===== config.mk =====
export PLATFORM = sky130hd
export DESIGN_NAME = axi4_default_slave
export DESIGN_NICKNAME = d
export VERILOG_FILES = /design/src/rtl/axi4_default_slave_pkg.sv /design/src/rtl/axi4_default_slave_rd.sv /design/src/rtl/axi4_default_slave.sv
export SDC_FILE = /design/constraint.sdc
export NUM_CORES = 1
export LEC_CHECK = 0
export ABC_AREA = 1
export CAP_MARGIN = 20
export CORE_UTILIZATION = 26
export CTS_BUF_LIST = sky130_fd_sc_hd__clkbuf_4
export DETAILED_ROUTE_END_ITERATION = 7
export PLACE_DENSITY = 0.87
export SLEW_MARGIN = 20
export SYNTH_ARGS = -nofsm -noshare
export SYNTH_HDL_FRONTEND = slang
export SYNTH_SLANG_ARGS = --single-unit

===== constraint.sdc =====
create_clock -name aclk -period 1.9 [get_ports aclk]
set_clock_uncertainty 0.2 [all_clocks]
set_input_delay 0.19 -clock aclk [delete_from_list [all_inputs] [get_ports aclk]]
set_output_delay 0.19 -clock aclk [all_outputs]
set_load 0.02 [all_outputs]

===== src/rtl/axi4_default_slave_pkg.sv =====
// axi4_default_slave_pkg: shared response codes, FSM state types and log counter width
package axi4_default_slave_pkg;
   localparam logic [1:0] RESP_OKAY   = 2'b00;
   localparam logic [1:0] RESP_DECERR = 2'b11;
   localparam int CNT_WIDTH = 16;
   typedef enum logic [1:0] {W_IDLE, W_DATA, W_RESP} w_state_t;
   typedef enum logic {R_IDLE, R_DATA} r_state_t;
endpackage


===== src/rtl/axi4_default_slave_rd.sv =====
// axi4_default_slave_rd: read engine answering every AR burst with arlen+1 DECERR beats
module axi4_default_slave_rd
   import axi4_default_slave_pkg::*;
#(
   parameter int DATA_WIDTH = 32,
   parameter int ID_WIDTH   = 4
) (
   input  logic                  aclk,
   input  logic                  areset,
   input  logic [ID_WIDTH-1:0]   arid,
   input  logic [7:0]            arlen,
   input  logic                  arvalid,
   output logic                  arready,
   output logic [ID_WIDTH-1:0]   rid,
   output logic [DATA_WIDTH-1:0] rdata,
   output logic [1:0]            rresp,
   output logic                  rlast,
   output logic                  rvalid,
   input  logic                  rready
);
   r_state_t r_state, r_next;
   logic [7:0] cnt, cnt_n;
   logic [ID_WIDTH-1:0] rid_n;
   logic ar_hs, r_hs, arready_n, rvalid_n, rlast_n;

   assign rdata = '0;
   assign rresp = RESP_DECERR;

   // next state, beat counter and next registered outputs
   always_comb begin
      ar_hs     = arvalid && arready;
      r_hs      = rvalid && rready;
      r_next    = ar_hs ? R_DATA : (r_hs && rlast) ? R_IDLE : r_state;
      cnt_n     = ar_hs ? arlen : r_hs ? cnt - 8'd1 : cnt;
      rid_n     = ar_hs ? arid : rid;
      arready_n = r_next == R_IDLE;
      rvalid_n  = r_next == R_DATA;
      rlast_n   = rvalid_n && cnt_n == 8'd0;
   end

   // state and output registers; readies stay low through reset
   always_ff @(posedge aclk) begin
      if (areset) begin
         r_state <= R_IDLE;
         cnt     <= '0;
         rid     <= '0;
         arready <= 1'b0;
         rvalid  <= 1'b0;
         rlast   <= 1'b0;
      end else begin
         r_state <= r_next;
         cnt     <= cnt_n;
         rid     <= rid_n;
         arready <= arready_n;
         rvalid  <= rvalid_n;
         rlast   <= rlast_n;
      end
   end
endmodule


===== src/rtl/axi4_default_slave.sv =====
// axi4_default_slave: DECERR responder for unroutable AXI4 bursts; AXI4_DEFAULT_SLAVE_ERR_LOG_EN adds error logging
module axi4_default_slave
   import axi4_default_slave_pkg::*;
#(
   parameter int ADDR_WIDTH = 32,
   parameter int DATA_WIDTH = 32,
   parameter int ID_WIDTH   = 4
) (
   input  logic                  aclk,
   input  logic                  areset,
   input  logic [ID_WIDTH-1:0]   awid,
   input  logic [ADDR_WIDTH-1:0] awaddr,
   input  logic [7:0]            awlen,
   input  logic                  awvalid,
   output logic                  awready,
   input  logic [DATA_WIDTH-1:0] wdata,
   input  logic                  wlast,
   input  logic                  wvalid,
   output logic                  wready,
   output logic [ID_WIDTH-1:0]   bid,
   output logic [1:0]            bresp,
   output logic                  bvalid,
   input  logic                  bready,
   input  logic [ID_WIDTH-1:0]   arid,
   input  logic [ADDR_WIDTH-1:0] araddr,
   input  logic [7:0]            arlen,
   input  logic                  arvalid,
   output logic                  arready,
   output logic [ID_WIDTH-1:0]   rid,
   output logic [DATA_WIDTH-1:0] rdata,
   output logic [1:0]            rresp,
   output logic                  rlast,
   output logic                  rvalid,
`ifdef AXI4_DEFAULT_SLAVE_ERR_LOG_EN
   output logic [CNT_WIDTH-1:0]  wr_err_cnt,
   output logic [CNT_WIDTH-1:0]  rd_err_cnt,
   output logic [ADDR_WIDTH-1:0] last_err_addr,
   output logic                  last_err_is_wr,
`endif
   input  logic                  rready
);
   w_state_t w_state, w_next;
   logic [ID_WIDTH-1:0] bid_n;
   logic aw_hs, awready_n, wready_n, bvalid_n;

   assign bresp = RESP_DECERR;

   // write next state; data beats are swallowed until wlast
   always_comb begin
      aw_hs     = awvalid && awready;
      w_next    = aw_hs ? W_DATA :
                  (wvalid && wready && wlast) ? W_RESP :
                  (bvalid && bready) ? W_IDLE : w_state;
      bid_n     = aw_hs ? awid : bid;
      awready_n = w_next == W_IDLE;
      wready_n  = w_next == W_DATA;
      bvalid_n  = w_next == W_RESP;
   end

   // write state and output registers; readies stay low through reset
   always_ff @(posedge aclk) begin
      if (areset) begin
         w_state <= W_IDLE;
         bid     <= '0;
         awready <= 1'b0;
         wready  <= 1'b0;
         bvalid  <= 1'b0;
      end else begin
         w_state <= w_next;
         bid     <= bid_n;
         awready <= awready_n;
         wready  <= wready_n;
         bvalid  <= bvalid_n;
      end
   end

   axi4_default_slave_rd #(.DATA_WIDTH(DATA_WIDTH), .ID_WIDTH(ID_WIDTH)) u_rd (
      .aclk    (aclk),
      .areset  (areset),
      .arid    (arid),
      .arlen   (arlen),
      .arvalid (arvalid),
      .arready (arready),
      .rid     (rid),
      .rdata   (rdata),
      .rresp   (rresp),
      .rlast   (rlast),
      .rvalid  (rvalid),
      .rready  (rready)
   );

`ifdef AXI4_DEFAULT_SLAVE_ERR_LOG_EN
   logic ar_hs;
   logic unused_in;
   assign ar_hs = arvalid && arready;
   assign unused_in = ^{wdata, awlen};

   // saturating handshake counters and most recent failing address, write wins ties
   always_ff @(posedge aclk) begin
      if (areset) begin
         wr_err_cnt     <= '0;
         rd_err_cnt     <= '0;
         last_err_addr  <= '0;
         last_err_is_wr <= 1'b0;
      end else begin
         if (aw_hs && wr_err_cnt != '1) wr_err_cnt <= wr_err_cnt + 1'b1;
         if (ar_hs && rd_err_cnt != '1) rd_err_cnt <= rd_err_cnt + 1'b1;
         if (aw_hs || ar_hs) begin
            last_err_addr  <= aw_hs ? awaddr : araddr;
            last_err_is_wr <= aw_hs;
         end
      end
   end
`else
   logic unused_in;
   assign unused_in = ^{wdata, awlen, awaddr, araddr};
`endif
endmodule


# ---- Word level (Yosys, flattened, before mapping)
# Cells that the tools add are included.
dict set report totals {
  ff_bits 24
  inputBits 128
  out_inout_bits 50
  wordCells 31
}
dict set report op_classes {
  add_sub_neg 1
  eq_ne 2
  mux 7
  n_bitwise 1
  reduce_logical 10
}
# cell count
set ops {}
lappend ops {{$mux 8} 2}
lappend ops {{$logic_and 1x1->1} 8}
lappend ops {{$logic_not 8->1} 1}
lappend ops {{$sub 8x1->8 const B} 1}
lappend ops {{$mux 2} 3}
lappend ops {{$eq 2x1->1 const B} 1}
lappend ops {{$eq 2x2->1 const B} 1}
lappend ops {{$logic_not 2->1} 1}
lappend ops {{$mux 1} 2}
lappend ops {{$not 1->1} 1}

# ---- Logic depth before layout (Yosys ltp)
dict set report logic_depth {
  word_depth 5
  depth_mapped 11
  ltp_nobuf 11
}

# ---- Modules after synthesis
# From an unflattened synthesis, not the netlist that was laid out.
dict set report hier_totals {
  hier_cells 192
  area_unflattened_um2 1368.8
}
# module n_inst cells_each area_per_inst_um2 seq_area_each_um2
set by_module_without_submodules {}
lappend by_module_without_submodules {axi4_default_slave_rd 1 150 1013.5 300.3}
lappend by_module_without_submodules {axi4_default_slave 1 42 355.3 180.2}

# ---- Worst setup path after synthesis
# Ideal clock, no wire load.
dict set report synth_timing {
  kind {register to register}
  startpoint {register u_rd.rvalid}
  endpoint {register u_rd.rlast}
  setup_ns 0.062
  arrival_time_ns 1.191
  required_ns 1.638
  slack_ns 0.448
  path_stages_with_launch 9
  n_path_buf 0
  synth_period_minus_slack_ns 1.452
  cell_sequence {dfxtp_1 > nand2_1 > nand2_1 > nand3_1 > o21ai_2 > nand3_1 > nor2_1 > nand2_2 > nor2_2}
}
dict set report synth_via {
  elab_chain_len 5
  elab_cells_between_ends 8
  classes_between {mux: 4; reduce/logical: 4}
}
# element line_no
set synth_rtl {}
lappend synth_rtl {{start, declared} axi4_default_slave_rd.sv:18} ;# output logic rvalid,
lappend synth_rtl {{start signal, assigned} axi4_default_slave_rd.sv:55} ;# rvalid <= rvalid_n;
lappend synth_rtl {{$logic_and 1x1->1} axi4_default_slave_rd.sv:32} ;# r_hs = rvalid && rready;
lappend synth_rtl {{$mux 8 / $logic_and 1x1->1 (equally long branches)} {axi4_default_slave_rd.sv:34, axi4_default_slave_rd.sv:33}}
lappend synth_rtl {{$mux 8 / $mux 1 (equally long branches)} {axi4_default_slave_rd.sv:34, axi4_default_slave_rd.sv:33}}
lappend synth_rtl {{$logic_not 8->1 / $mux 1 (equally long branches)} {axi4_default_slave_rd.sv:38, axi4_default_slave_rd.sv:33}}
lappend synth_rtl {{$logic_and 1x1->1 (*)} axi4_default_slave_rd.sv:38} ;# rlast_n = rvalid_n && cnt_n == 8'd0;
lappend synth_rtl {{end signal, assigned} axi4_default_slave_rd.sv:56} ;# rlast <= rlast_n;
lappend synth_rtl {{end, declared} axi4_default_slave_rd.sv:17} ;# output logic rlast,
# Every way passes the cells marked *; elsewhere a longest branch is shown, timed or not.
# A chain may end at the register's enable or synchronous reset.

# ---- Worst setup path in the final report
dict set report layout_timing {
  startpoint {register u_rd.rvalid}
  endpoint {output rvalid}
}
# element line_no
set layout_rtl {}
lappend layout_rtl {{end, declared} axi4_default_slave.sv:33} ;# output logic rvalid,
# No word-level cell between the ends.

==> metrics.md <==
| Metric | Value |
|---|---|
| Outcome | finished, final reports clean |
| Die Ht | 73.8 µm |
| Hold EP | u_rd.rid[0]$_SDFFE_PP0P_ |
| CTS tree | built |
| First-pass GRT wire length | 4310 µm |
| DP Cell Count | 290 |
| Routability cong. | 0.767 |
| Register bit total from synthesis | 24 |
| Critical path's largest stage delay | around 0.65 ns |
| Final core utilization | 0.352 |
| Die area | 5440 µm² |
| Cell Rows | 25 |
| Critical-path maximum fanout | 5 |
| Initial drt markers | 24 |
| Starting Density | 0.276 |
| WP depth | 1 |
| Hold buffers post-CTS | 0 |
| Area after DPL | 1650 µm² |
| Share of layout cells above drive strength 1 | 0.0837 |
| Hold wc startpoint | arid[0] |
| Register area share after synthesis | 0.359 |
| Drt first pass iters | 4 |
| Final net count | 357 |
| H-tree levels | 1 |
| Crit path cell chain | clkdlybuf4s50_1 |
| DRC viols | 0 |
| Req. time, crit path | roughly 1.5 ns |
| Distinct cell type count after synthesis | 22 |
| Die W | about 74 µm |
| Later-pin clock latency in the skew report | 0.31 ns |
| Routed vias/inst | 4.02 |
| Inserted Clock Buffers | 3 |
| Post-DP HPWL | roughly 2100 µm |
| Maxcap violations | 0 |
| Reg2reg end | u_rd.rlast$_SDFF_PP0_ |
| Total inserted antenna cells | 0 |
| Vias in the first global route | 1,104 |
| Post CTS Setup Buffer Count | 0 |
| WP data arrival | 1.41 ns |
| HP Class | input port to register |
| Post-synth design cell area | 1340 µm² |
| Max-slew violations | 0 |
| Critical path's slowest cell | clkdlybuf4s50_1 |
| Clock root cell | clkbuf_4 |
| Post-DRT Antenna Nets | 0 |
| Clock Sink Count | 24 |
| I/O Pins | 178 |
| Initial antenna violation count | 0 |
| RSZ-0062 raised after global routing | no |
| Min-Delay Path Depth | 3 |
| Reg clk slew, reported paths | roughly 0.14 ns |
| R2r setup slk | 0.31 ns |
| Core ar. | 4850 µm² |
| CP Launch Type | register |
| Setup CP Type | register to output pin |
| Worst r2r path cells | 10 |
| Avg Cell Area, Syn | 7.12 µm² |
| Synthesis Warnings | 0 |
| Post-CTS sizing | 0 |
| Area Overhead vs Synth | 27.5% |
| PD cells | 736 nW/µm² |
| P_leak | 0.773 nW |
| Delay-heaviest family, CP | buffers and inverters |
| Period utilization | 0.947 |
| Non-Filler Instances | 294 |
| IO Port Bufs | 37 |
| # setup viols final | 0 |
| Most common cell after layout, fill and taps aside | nand2_1 |
| Buf+Inv Stages, Crit Path | 1 |
| Max frequency | 0.556 GHz |
| Largest net degree at the start of global routing | 23 |
| Post-layout min period | 1.80 ns |
| Worst r2r src | u_rd.cnt[1]$_SDFF_PP0_ |
| CP endpoint kind | output pin |
| Syn Inst Count | 188 |
| Maximum VDD drop | about 0.00045 V |
| Vias | 1,183 |
| Overflow after GRT | 0 |
| Clock buffer depth | 2 |
| Total Power | 1.26 mW |
| Setup TNS Final | 0 ns |
| Total global-route track usage | 0.0998 |
| Overall routed net length | 2570 µm |
| Final hold violations | 0 |
| Most frequent cells in the layout | 51 x nand2_1, 37 x clkdlybuf4s50_1, 36 x conb_1 |
| Post-route cell area | 1710 µm² |
| Routed len/inst | 8.74 µm |
## sequential cells by signal (all words and copies together), names as in the netlist
signal,count
awready,1
bid,4
bvalid,1
u_rd.arready,1
u_rd.cnt,8
u_rd.rid,4
u_rd.rlast,1
u_rd.rvalid,1
w_state,2
wready,1
## logic make-up (layout without fill, tap and decap cells)
family,Yosys count,in the layout,share of synthesized area
DFF,24,24,0.359
other,2,36,0.00561
and+or+nand+nor,89,89,0.285
xor gates and xnor gates,1,1,0.00654
adders and majority gates,1,1,0.00934
buffers and inverters,52,57,0.252
AOI/OAI and AO/OA,19,19,0.0822
## how the worst max path moves through the flow
stage / start / to / slack [ns]
after CTS: u_rd.rvalid$_SDFF_PP0_ / rvalid / 0.08
after floorplan: u_rd.rvalid$_SDFF_PP0_ / u_rd.rlast$_SDFF_PP0_ / 0.45
after detailed placement: rready / u_rd.rlast$_SDFF_PP0_ / 0.03
final: u_rd.rvalid$_SDFF_PP0_ / rvalid / 0.1
after global routing: u_rd.rvalid$_SDFF_PP0_ / rvalid / 0.03
after global placement: rready / u_rd.rlast$_SDFF_PP0_ / 0.1
## layer usage
metal  part of all wire  track usage
met1               0.39        0.100
met2               0.49        0.187
met3               0.11       0.0384
met4             0.0074       0.0342
met5                  0            0
## per-stage QoR
stage	setup WS (ns)	hold WS, ns
final	0.100	0.207
after detailed placement	0.0272	0.257
after global routing	0.0283	0.204
after global placement	0.0967	0.252
after CTS	0.0850	0.206
after floorplan	0.448	0.0689
## synthesized netlist by cell type (all sizes together)
library cell	instances	area [µm²]
o21ai	4	27.5
nor3	2	10.0
inv	13	48.8
o22ai	1	12.5
nand2	53	204
xor2	1	8.76
nor2	19	86.3
nand3	14	75.1
ha	1	12.5
clkbuf	2	7.51
a21oi	14	70.1
nand4	1	6.26
dfxtp	24	480
buf	37	282
conb	2	7.51
## report_power, final
group	leakage [nW]	switching [mW]	internal, mW
Combinational	0.549	0.204	0.126
Sequential	0.197	0.0227	0.538
Clock	0.0279	0.152	0.213
Total	0.773	0.378	0.877
## cell type report
type / count / area, µm²
clock buffers: 3 / 22.5
clock inverters: 1 / 30.0
fillers: 509 / 3140
inverters: 13 / 48.8
multi-input cells: 146 / 648
flip-flops and latches: 24 / 480
well taps: 67 / 83.8
repair buffers: 40 / 393
(Power assumes the default switching activity.)
